[config.mk]
export PLATFORM = sky130hd
export DESIGN_NAME = btr_share_arb_flat
export DESIGN_NICKNAME = d
export VERILOG_FILES = /design/src/rtl/btr_share_if.sv /design/src/rtl/btr_share_arb.sv /design/src/flat_wrapper.sv
export SDC_FILE = /design/constraint.sdc
export NUM_CORES = 1
export LEC_CHECK = 0
export BUFFER_PORTS_ARGS = -buffer_cell sky130_fd_sc_hd__buf_2
export CELL_PAD_IN_SITES_DETAIL_PLACEMENT = 0
export CELL_PAD_IN_SITES_GLOBAL_PLACEMENT = 2
export CORE_ASPECT_RATIO = 1.2
export CORE_MARGIN = 2
export CORE_UTILIZATION = 29
export CTS_BUF_LIST = sky130_fd_sc_hd__clkbuf_2 sky130_fd_sc_hd__clkbuf_4 sky130_fd_sc_hd__clkbuf_8
export DETAILED_ROUTE_END_ITERATION = 10
export PLACE_DENSITY = 0.86
export SYNTH_ARGS = -nofsm -noshare
export SYNTH_HDL_FRONTEND = slang
export SYNTH_SLANG_ARGS = --single-unit
[constraint.sdc]
create_clock -name clk -period 1.71 [get_ports clk]
set_clock_uncertainty 0.1 [all_clocks]
set_input_delay 0.171 -clock clk [delete_from_list [all_inputs] [get_ports clk]]
set_output_delay 0.171 -clock clk [all_outputs]
set_load 0.03 [all_outputs]
[src/rtl/btr_share_if.sv]
// Request/response bundle between two requesters, the shared bit-reverse
// arbiter and the response consumer.
interface btr_share_if;
  logic        req0_valid;
  logic [15:0] req0_data;
  logic        req0_op;
  logic        req0_ready;
  logic        req1_valid;
  logic [15:0] req1_data;
  logic        req1_op;
  logic        req1_ready;
  logic        rsp_valid;
  logic [15:0] rsp_data;
  logic        rsp_id;
  logic        rsp_ready;

  modport master (
    output req0_valid, req0_data, req0_op, req1_valid, req1_data, req1_op, rsp_ready,
    input  req0_ready, req1_ready, rsp_valid, rsp_data, rsp_id
  );

  modport slave (
    input  req0_valid, req0_data, req0_op, req1_valid, req1_data, req1_op, rsp_ready,
    output req0_ready, req1_ready, rsp_valid, rsp_data, rsp_id
  );
endinterface

[src/rtl/btr_share_arb.sv]
// Round-robin share of one bit-reverse datapath between two requesters, with a
// one-deep registered response and saturating per-requester grant counters.
//
// state | meaning
// EMPTY | output register holds nothing
// FULL  | output register holds an unconsumed result
module btr_share_arb #(
  parameter int CNT_W = 8
) (
  input  logic             clk,
  input  logic             rst,
  btr_share_if.slave       bus,
  output logic             busy,
  output logic [CNT_W-1:0] gnt_cnt0,
  output logic [CNT_W-1:0] gnt_cnt1
);

  typedef enum logic {EMPTY = 1'b0, FULL = 1'b1} state_t;

  state_t      state;
  logic        ptr;
  logic [15:0] rsp_data_q;
  logic        rsp_id_q;

  logic        can_accept;
  logic        win1;
  logic        gnt0;
  logic        gnt1;
  logic [15:0] sel_data;
  logic        sel_op;
  logic [15:0] rev_full;
  logic [15:0] rev_byte;
  logic [15:0] result;

  // ptr names the requester that wins when both ask in the same cycle
  always_comb begin
    can_accept = (state == EMPTY) || bus.rsp_ready;
    win1       = bus.req1_valid && (!bus.req0_valid || ptr);
    gnt0       = !rst && can_accept && bus.req0_valid && !win1;
    gnt1       = !rst && can_accept && win1;
    sel_data   = win1 ? bus.req1_data : bus.req0_data;
    sel_op     = win1 ? bus.req1_op   : bus.req0_op;
  end

  always_comb begin
    rev_full = '0;
    rev_byte = '0;
    for (int i = 0; i < 16; i++) begin
      rev_full[15-i] = sel_data[i];
    end
    for (int i = 0; i < 8; i++) begin
      rev_byte[7-i]  = sel_data[i];
      rev_byte[15-i] = sel_data[8+i];
    end
    result = sel_op ? rev_byte : rev_full;
  end

  always_ff @(posedge clk or posedge rst) begin
    if (rst) begin
      state      <= EMPTY;
      ptr        <= 1'b0;
      rsp_data_q <= '0;
      rsp_id_q   <= 1'b0;
      gnt_cnt0   <= '0;
      gnt_cnt1   <= '0;
    end else if (gnt0 || gnt1) begin
      // a drain and a new accept on the same edge keep the register FULL
      state      <= FULL;
      rsp_data_q <= result;
      rsp_id_q   <= gnt1;
      ptr        <= ~gnt1;
      if (gnt0 && (gnt_cnt0 != '1)) gnt_cnt0 <= gnt_cnt0 + {{(CNT_W-1){1'b0}}, 1'b1};
      if (gnt1 && (gnt_cnt1 != '1)) gnt_cnt1 <= gnt_cnt1 + {{(CNT_W-1){1'b0}}, 1'b1};
    end else if (state == FULL && bus.rsp_ready) begin
      state <= EMPTY;
    end
  end

  assign bus.req0_ready = gnt0;
  assign bus.req1_ready = gnt1;
  assign bus.rsp_valid  = (state == FULL);
  assign bus.rsp_data   = rsp_data_q;
  assign bus.rsp_id     = rsp_id_q;
  assign busy           = (state == FULL);

endmodule

[src/flat_wrapper.sv]
// flat-port wrapper written by rule: the top's interface ports become plain ports
module btr_share_arb_flat 
#(
  parameter int CNT_W = 8
)
  (clk, rst, busy, gnt_cnt0, gnt_cnt1, bus_req0_valid, bus_req0_data, bus_req0_op, bus_req1_valid, bus_req1_data, bus_req1_op, bus_rsp_ready, bus_req0_ready, bus_req1_ready, bus_rsp_valid, bus_rsp_data, bus_rsp_id);
  btr_share_if bus_i ();
  input  logic clk;
  input  logic rst;
  output logic busy;
  output logic [CNT_W-1:0] gnt_cnt0;
  output logic [CNT_W-1:0] gnt_cnt1;
  input wire logic [$bits(bus_i.req0_valid)-1:0] bus_req0_valid;
  input wire logic [$bits(bus_i.req0_data)-1:0] bus_req0_data;
  input wire logic [$bits(bus_i.req0_op)-1:0] bus_req0_op;
  input wire logic [$bits(bus_i.req1_valid)-1:0] bus_req1_valid;
  input wire logic [$bits(bus_i.req1_data)-1:0] bus_req1_data;
  input wire logic [$bits(bus_i.req1_op)-1:0] bus_req1_op;
  input wire logic [$bits(bus_i.rsp_ready)-1:0] bus_rsp_ready;
  output wire logic [$bits(bus_i.req0_ready)-1:0] bus_req0_ready;
  output wire logic [$bits(bus_i.req1_ready)-1:0] bus_req1_ready;
  output wire logic [$bits(bus_i.rsp_valid)-1:0] bus_rsp_valid;
  output wire logic [$bits(bus_i.rsp_data)-1:0] bus_rsp_data;
  output wire logic [$bits(bus_i.rsp_id)-1:0] bus_rsp_id;
  assign bus_i.req0_valid = bus_req0_valid;
  assign bus_i.req0_data = bus_req0_data;
  assign bus_i.req0_op = bus_req0_op;
  assign bus_i.req1_valid = bus_req1_valid;
  assign bus_i.req1_data = bus_req1_data;
  assign bus_i.req1_op = bus_req1_op;
  assign bus_i.rsp_ready = bus_rsp_ready;
  assign bus_req0_ready = bus_i.req0_ready;
  assign bus_req1_ready = bus_i.req1_ready;
  assign bus_rsp_valid = bus_i.rsp_valid;
  assign bus_rsp_data = bus_i.rsp_data;
  assign bus_rsp_id = bus_i.rsp_id;
  btr_share_arb #(.CNT_W(CNT_W)) u_core (.clk(clk), .rst(rst), .bus(bus_i), .busy(busy), .gnt_cnt0(gnt_cnt0), .gnt_cnt1(gnt_cnt1));
endmodule
# Yosys cells after proc, flatten, opt, wreduce, memory -nomap -nowiden
# Index checks and enable logic that the tools add are counted.
word_totals:
  ff_bits: 35
  output_inout_bits: 37
classes:
  add_sub_neg: 2
  n_eq_ne: 2
  n_mux: 5
  n_bitwise: 2
  n_reduce_logical: 17
op_table:
  columns: ["op", "count"]
  rows:
  - ["$mux W16", 2]
  - ["$add A8 B1 Y8 const B", 2]
  - ["$ne A8 B8 Y1 const B", 2]
  - ["$logic_and A1 B1 Y1", 8]
  - ["$reduce_and A2 Y1", 2]
  - ["$logic_not A1 Y1", 3]
  - ["$logic_or A1 B1 Y1", 3]
  - ["$mux W1", 3]
  - ["$not A1 Y1", 2]
  - ["$reduce_bool A2 Y1", 1]

# Logic depth before layout (Yosys ltp)
# Gate-level depths: netlist of run 1.
depth:
  depth_word: 7
  mapped_depth: 6

# Worst setup path after synthesis of run 1
# OpenSTA, ideal clock, no wires.
synth_timing:
  path_kind: "in2reg"
  start: "in rst"
  end: "reg u_core.gnt_cnt0[7]"
  setup_ns: 0.125
  arrival_ns: 1.943
  t_required_ns: 1.485
  path_slack_ns: -0.457
  path_stages: 4
  n_path_buf: 0
  path_cell_list: "inv_1 nand4b_2 nor4_1 mux2_2"
synth_via:
  elab_chain_len: 6
synth_rtl:
  columns: ["item", "line", "rtl"]
  rows:
  - ["from (decl)", "flat_wrapper.sv:9", "input logic rst;"]
  - ["$logic_not A1 Y1 (*)", "btr_share_arb.sv:39, btr_share_arb.sv:40", null]
  - ["$logic_and A1 B1 Y1 (*)", "btr_share_arb.sv:39, btr_share_arb.sv:40", null]
  - ["$logic_and A1 B1 Y1 (2 in series)", "btr_share_arb.sv:39", "gnt0 = !rst && can_accept && bus.req0_valid && !win1;"]
  - ["$logic_and A1 B1 Y1 or $logic_or A1 B1 Y1 (tied branches)", "btr_share_arb.sv:72, btr_share_arb.sv:66", null]
  - ["$reduce_and A2 Y1 (no source line) (*)", null, null]
  - ["to (signal assigned)", "btr_share_arb.sv:72", "if (gnt0 && (gnt_cnt0 != '1)) gnt_cnt0 <= gnt_cnt0 + {{(CNT_W-1){1'b0}}, 1'b1};"]
  - ["to (decl)", "btr_share_arb.sv:14", "output logic [CNT_W-1:0] gnt_cnt0,"]
# Mark *: on every way between the ends. The rest lies on a longest branch, timed or not.
# A chain may end at the register's enable or synchronous reset.

# Worst setup path in the final report of run 1
layout_timing:
  start: "reg u_core.state (netlist: u_core.bus.rsp_valid)"
  end: "reg u_core.gnt_cnt1[5]"
layout_via:
  elab_chain_len: 7
layout_rtl:
  columns: ["item", "line", "rtl"]
  rows:
  - ["from (decl)", "btr_share_arb.sv:20", "state_t state;"]
  - ["from (signal assigned)", "btr_share_arb.sv:60", "state <= EMPTY;"]
  - ["from (signal assigned)", "btr_share_arb.sv:68", "state <= FULL;"]
  - ["from (signal assigned)", "btr_share_arb.sv:75", "state <= EMPTY;"]
  - ["$not A1 Y1 (*)", "btr_share_arb.sv:37", "can_accept = (state == EMPTY) || bus.rsp_ready;"]
  - ["$logic_or A1 B1 Y1 (*)", "btr_share_arb.sv:37", null]
  - ["$logic_and A1 B1 Y1 (*)", "btr_share_arb.sv:39, btr_share_arb.sv:40", null]
  - ["$logic_and A1 B1 Y1 (2 in series)", "btr_share_arb.sv:39", null]
  - ["$logic_or A1 B1 Y1", "btr_share_arb.sv:66", "end else if (gnt0 || gnt1) begin"]
  - ["$reduce_and A2 Y1 (no source line) (*)", null, null]
  - ["to (signal assigned)", "btr_share_arb.sv:73", "if (gnt1 && (gnt_cnt1 != '1)) gnt_cnt1 <= gnt_cnt1 + {{(CNT_W-1){1'b0}}, 1'b1};"]
  - ["to (decl)", "btr_share_arb.sv:15", "output logic [CNT_W-1:0] gnt_cnt1"]
# Marks and branches as above.

==> impl_metrics.env, run 1 <==
export IMPL_hold_path_class="input pin to flip-flop"
export IMPL_yosys_area_share_simple=0.114
export IMPL_ios=76
export IMPL_fp_dieH_um=97.6
export IMPL_grt_busiest_layer="met2"
export IMPL_yosysTopAreaCellShare=0.414
export IMPL_cp_start_kind="flip-flop"
export IMPL_finalCritPeriodShare=0.961
export IMPL_worst_slew_pin_slew_ps=302
export IMPL_crit_type="flip-flop to flip-flop"
export IMPL_start_util=0.296
export IMPL_antenna_found_initial=0
export IMPL_power_total_uw=3520
export IMPL_final_hold_viol_count=0
export IMPL_slew_violations=0
export IMPL_drtIter0Drc=20
export IMPL_netSwitchingFraction=0.401
export IMPL_met1_usage=0.147
export IMPL_port_buffers=75
export IMPL_ant_nets=0
export IMPL_p_clk_frac=0.189
export IMPL_p_per_area_mw_per_mm2=1210
export IMPL_synth_adder_area_share=0.0118
export IMPL_holdPathStages=2
export IMPL_cts_buffers=5
export IMPL_synthCells=179
export IMPL_use_met3=0.0251
export IMPL_fin_crit_ps=1640
export IMPL_p_leak_uw=0.00151
export IMPL_clkTransAtPathRegs_ps=70
export IMPL_grt_pass1_vias=1769
export IMPL_cts_root_buffer="clkbuf_8"
export IMPL_tns_ps=0
export IMPL_synth_compound_area_frac=0.0313
export IMPL_post_drt_wl_per_cell_um=13.6
export IMPL_fin_area_mm2=0.00291
export IMPL_comb_power_share=0.463
export IMPL_syn_to_final_growth_pct=37.7
export IMPL_synth_top_family_by_area="multiplexers"
export IMPL_syn_area_mm2=0.00212
export IMPL_intPower_uw=2110
export IMPL_irDropWorstVdd_mv=0.848
export IMPL_drive_above_1_share=0.505
export IMPL_outcome="completed"
export IMPL_grt_max_degree=22
export IMPL_yosysSeqAreaShare=0.414
export IMPL_clock_latency_ps=280
export IMPL_wl_um=4980
export IMPL_n_antenna_cell=0
export IMPL_relSlewSlack=0.797
export IMPL_holdWs_ps=63.3
export IMPL_ys_ff_latch=35
export IMPL_grt_first_pass_wirelength_um=7900
export IMPL_die_w_um=82.0
export IMPL_yosysTopAreaCell="dfrtp_1"
export IMPL_core_area_mm2=0.00715
export IMPL_cts_sinks=35
export IMPL_crit_arrival_ps=1710
export IMPL_grt_usage=0.125
export IMPL_drt_drc_violations_left=0
export IMPL_dpl_hpwl_um=3810
export IMPL_syn_num_nets=220
export IMPL_cts_tree="built"
export IMPL_yosys_cell_types_count=33
export IMPL_yosys_top_cells_area="dfrtp_1 (41%), mux2i_1 (23%), mux2_2 (12%)"
export IMPL_switchingPower_uw=1410
export IMPL_overflow=0
export IMPL_fmax_mhz=608
export IMPL_die_area_mm2=0.00800
export IMPL_htreeDepth=2
export IMPL_yosys_warnings=0
export IMPL_clockBufferDepth=2
export IMPL_fin_nets=315
export IMPL_vias=1737
export IMPL_met2_usage=0.223
export IMPL_rsz0062_at_grt="false"
export IMPL_required_ps=1770
export IMPL_seqPwrFrac=0.348
export IMPL_worstSetupEndpointType="flip-flop"
export IMPL_drt_pass1_iter_count=4
export IMPL_num_rows=34
export IMPL_dpl_cell_area_mm2=0.00275
export IMPL_r2r_cells=5
export IMPL_syn_area_per_cell_um2=11.8
export IMPL_maxCapViolCount=0
export IMPL_cp_max_fo=7
export IMPL_place_gp_congestion=0.844
export IMPL_synth_xor_area_frac=0.0248
export IMPL_finalSetupViolCount=0
export IMPL_vias_per_cell=4.76
export IMPL_synth_mux_area_fraction=0.363
==> path summary, 6_finish.rpt <==
check / startpoint / endpoint / slack [ps]
min in group asynchronous: rst / u_core.bus.rsp_data[11] / 440
worst min-delay path: bus_req1_valid / u_core.ptr / 60
max in group asynchronous: rst / u_core.gnt_cnt1[7] / 830
worst max register to register: u_core.bus.rsp_valid / u_core.gnt_cnt1[5] / 70
worst min register to register: u_core.bus.rsp_id / u_core.bus.rsp_id / 380
worst max-delay path: u_core.bus.rsp_valid / u_core.gnt_cnt1[5] / 70
==> layout by cell type, fill, tap and decap left out, drive strengths merged <==
master,netlist,final
a21o,1,1
a21oi,2,2
a311oi,2,2
a31oi,3,3
and2,2,2
and3,5,5
and4,1,1
and4b,2,2
buf,9,96
clkbuf,0,8
clkinvlp,0,1
dfrtp,35,35
dlygate4sd3,0,1
ha,2,2
inv,5,4
mux2,24,24
mux2i,49,49
nand2,8,8
nand2b,3,3
nand3,5,5
nand4,4,4
nand4b,1,1
nor2,3,3
nor2b,1,1
nor3,1,1
nor4,2,2
o21a,1,1
o21ai,1,1
or2,1,1
xnor2,1,1
xor2,5,5
==> critical path: stages (launching register included) <==
cell	delay [ps]
dfrtp_1	380
nor2b_4	140
and4b_2	300
buf_4	150
and3_4	170
mux2_4	290
==> power groups by stage <==
stage	registers, uW	clock network [uW]	logic (uW)
floorplan	1720	0	539
finish	1220	665	1630
global route	1260	748	1750
CTS	1230	709	1630
global placement	1230	0	1600
detailed placement	1240	0	1620
==> synthesized netlist by cell type, drive strengths merged <==
master and number:
nand3 5, o21ai 1, a311oi 2, nand2 8, nor2 3, nor2b 1, and4b 2, a21o 1
xor2 5, and2 2, and3 5, nor3 1, or2 1, ha 2, o21a 1, dfrtp 35
inv 5, nand2b 3, nand4b 1, a21oi 2, nor4 2, mux2 24, buf 9, xnor2 1
a31oi 3, mux2i 49, nand4 4, and4 1
==> metal layers <==
metal / wire, um / up-vias
met1: 2030 / 835
met4: 55 / 0
met3: 331 / 7
met5: 0 / -
met2: 2560 / 53
li1: - / 842
==> layout make-up <==
cell class / count / area (um^2)
Clock buffer: 8 / 104
Inverter: 5 / 22.5
Tap cell: 90 / 113
Multi-Input combinational cell: 130 / 1200
Fill cell: 728 / 4230
Sequential cell: 35 / 876
Timing Repair Buffer: 97 / 596
==> sequential cells by signal (all words and copies together), names as in the netlist <==
register / flops
u_core.ptr: 1
u_core.gnt_cnt1: 8
u_core.gnt_cnt0: 8
u_core.bus.rsp_valid: 1
u_core.bus.rsp_data: 16
u_core.bus.rsp_id: 1
==> stage by stage <==
step / instances / setup WS (ps) / utilization
floorplan: 179 / -170 / -
global placement: 354 / 37.1 / 0.385
detailed placement: 354 / -1.95 / 0.385
CTS: 365 / 11.3 / 0.404
global route: 365 / 0.0622 / 0.408
finish: 365 / 66.0 / 0.408
==> repair_timing <==
action	in CTS	in global routing
gates resized for setup	3	3
setup buffers	2	0
hold buffers	1	0
pin swaps	1	1
hold endpoints to repair	35	0
endpoints found under the setup margin	2	6
==> logic make-up after synthesis <==
logic type	Yosys count
XOR/XNOR	6
buffers and inverters	14
flip-flops	35
multiplexers	73
AO/OA/AOI/OAI	10
AND/OR/NAND/NOR	39
adder cells (fa/ha/maj)	2
No activity file was read; power rests on OpenSTA's default activity.
==> run 2, diff against run 1 <==
--- a/constraint.sdc
+++ b/constraint.sdc
@@ -4,2 +4,2 @@
 set_output_delay 0.171 -clock clk [all_outputs]
-set_load 0.03 [all_outputs]
+set_load 0.02 [all_outputs]
==> impl_metrics.env, run 2 (synthesis results as in run 1) <==
export IMPL_port_buffers=75
export IMPL_seqPwrFrac=0.378
export IMPL_die_area_mm2=0.00800
export IMPL_setup_slack_ps=51.7
export IMPL_drive_above_1_share=0.500
export IMPL_crit_arrival_ps=1730
export IMPL_holdPathStages=2
export IMPL_die_w_um=82.0
export IMPL_r2r_cells=4
export IMPL_p_leak_uw=0.00150
export IMPL_holdWs_ps=56.1
export IMPL_cp_start_kind="flip-flop"
export IMPL_dpl_hpwl_um=3810
export IMPL_outcome="completed"
export IMPL_netSwitchingFraction=0.375
export IMPL_overflow=0
export IMPL_rrSetupSlack_ps=50
export IMPL_fin_area_mm2=0.00288
export IMPL_htreeDepth=2
export IMPL_intPower_uw=2030
export IMPL_maxCapViolCount=0
export IMPL_fmax_mhz=603
export IMPL_r2r_start="u_core.gnt_cnt0[0]"
export IMPL_drt_drc_violations_left=0
export IMPL_worst_slew_pin_slew_ps=311
export IMPL_dpl_worst_slack_ps=22.9
export IMPL_post_route_util=0.402
export IMPL_switchingPower_uw=1210
export IMPL_ios=76
export IMPL_grt_max_degree=24
export IMPL_irDropWorstVdd_mv=0.708
export IMPL_crit_type="flip-flop to flip-flop"
export IMPL_vias_per_cell=4.73
export IMPL_finalCritPeriodShare=0.970
export IMPL_holdPathEnd="u_core.ptr"
export IMPL_fin_cells=362
export IMPL_slew_violations=0
export IMPL_cts_sinks=35
export IMPL_clock_latency_ps=280
export IMPL_clkTransAtPathRegs_ps=70
export IMPL_drtIter0Drc=15
export IMPL_dpl_cell_area_mm2=0.00274
export IMPL_n_fill_cell=714
export IMPL_core_area_mm2=0.00715
export IMPL_finalSetupViolCount=0
export IMPL_place_gp_congestion=0.795
export IMPL_final_common_cell="buf_2"
export IMPL_clockBufferDepth=2
export IMPL_fin_nets=312
export IMPL_post_drt_wl_per_cell_um=13.6
export IMPL_required_ps=1780
export IMPL_start_util=0.296
export IMPL_min_from="bus_req1_valid"
export IMPL_dpl_cell_count=352
export IMPL_mostFrequentLayoutCells="buf_2 (74), mux2i_1 (49), dfrtp_1 (35), mux2_2 (20), buf_4 (14)"
export IMPL_drt_pass1_iter_count=4
export IMPL_n_antenna_cell=0
export IMPL_vias=1714
export IMPL_grt_pass1_vias=1693
export IMPL_largest_reg_flops=16
export IMPL_grt_first_pass_wirelength_um=7760
export IMPL_cp_max_fo=3
export IMPL_wl_um=4920
export IMPL_worstSetupEndpointType="flip-flop"
export IMPL_grt_usage=0.124
export IMPL_rsz0062_at_grt="true"
export IMPL_comb_power_share=0.437
export IMPL_p_per_area_mw_per_mm2=1130
export IMPL_syn_to_final_growth_pct=36.0
export IMPL_relSlewSlack=0.793
export IMPL_fp_dieH_um=97.6
export IMPL_p_clk_frac=0.184
export IMPL_final_hold_viol_count=0
export IMPL_r2r_end="u_core.gnt_cnt0[1]"
export IMPL_cts_buffers=5
export IMPL_num_rows=34
export IMPL_antenna_found_initial=0
export IMPL_cts_root_buffer="clkbuf_8"
export IMPL_hold_path_class="input pin to flip-flop"
export IMPL_fin_crit_ps=1660
export IMPL_ant_nets=0
export IMPL_cts_tree="built"
run 2: changes by cell type in the layout (fill, tap and decap cells not counted):
| cell | before | now |
|---|---|---|
| buf_12 | 4 | 5 |
| buf_4 | 18 | 14 |
| clkbuf_4 | 1 | 2 |
| clkbuf_8 | 7 | 5 |
| clkinv_2 | 0 | 1 |
| nor2_1 | 3 | 2 |
| nor2_2 | 0 | 1 |
| nor4_1 | 0 | 1 |
| nor4_4 | 1 | 0 |
run 2: cell type report:
class / instances / area (um^2) / share of cell area
sequential: 35 / 876 / 0.304
clock inverter: 1 / 5.00 / 0.00174
timing repair buffer: 94 / 586 / 0.204
inverter: 5 / 22.5 / 0.00783
clock buffer: 7 / 83.8 / 0.0291
tap: 90 / 113 / 0.0391
multi-input combinational: 130 / 1190 / 0.414
run 2: power groups by stage:
stage / Combinational, uW / Sequential, uW / Clock (uW)
finish: 1420 / 1230 / 597
global route: 1530 / 1270 / 664
CTS: 1430 / 1230 / 628
detailed placement: 1410 / 1250 / 0
global placement: 1390 / 1230 / 0
floorplan: 535 / 1550 / 0
run 2: worst max-delay path, stage by stage, from the launching register on:
cell and delay (ps):
dfrtp_1 380, ha_1 240, and3_1 190, a31oi_1 280
mux2_2 370
run 2: metrics by stage:
| step | TNS [ps] | power [uW] |
|---|---|---|
| 6_report | 0 | 3240 |
| 5_1_grt | -2.95 | 3470 |
| 4_1_cts | 0 | 3290 |
| 3_5_place_dp | 0 | 2660 |
| 3_3_place_gp | 0 | 2630 |
| 2_1_floorplan | -726 | 2090 |
run 2: worst max path at each step:
stage | start | to | cells after the start
finish | u_core.gnt_cnt0[0] | u_core.gnt_cnt0[1] | 4
global route | u_core.gnt_cnt0[1] | u_core.gnt_cnt0[1] | 4
CTS | u_core.ptr | bus_req1_ready | 4
detailed placement | u_core.bus.rsp_valid | u_core.gnt_cnt1[5] | 4
global placement | u_core.bus.rsp_valid | u_core.gnt_cnt1[5] | 4
floorplan | rst | u_core.gnt_cnt1[5] | 5
run 2: timing repair:
action | 4_1_cts | 5_1_grt
hold buffers | 1 | 0
endpoints found under the hold margin | 35 | 0
endpoints found under the setup margin | 2 | 2
pin swaps | 0 | 1
resized for setup | 2 | 2
setup buffers | 1 | 0
run 2: routing by layer:
metal | global-route usage | wire length [um]
met4 | 0.0359 | 53
met1 | 0.150 | 2090
met5 | 0 | 0
met2 | 0.215 | 2470
met3 | 0.0288 | 305
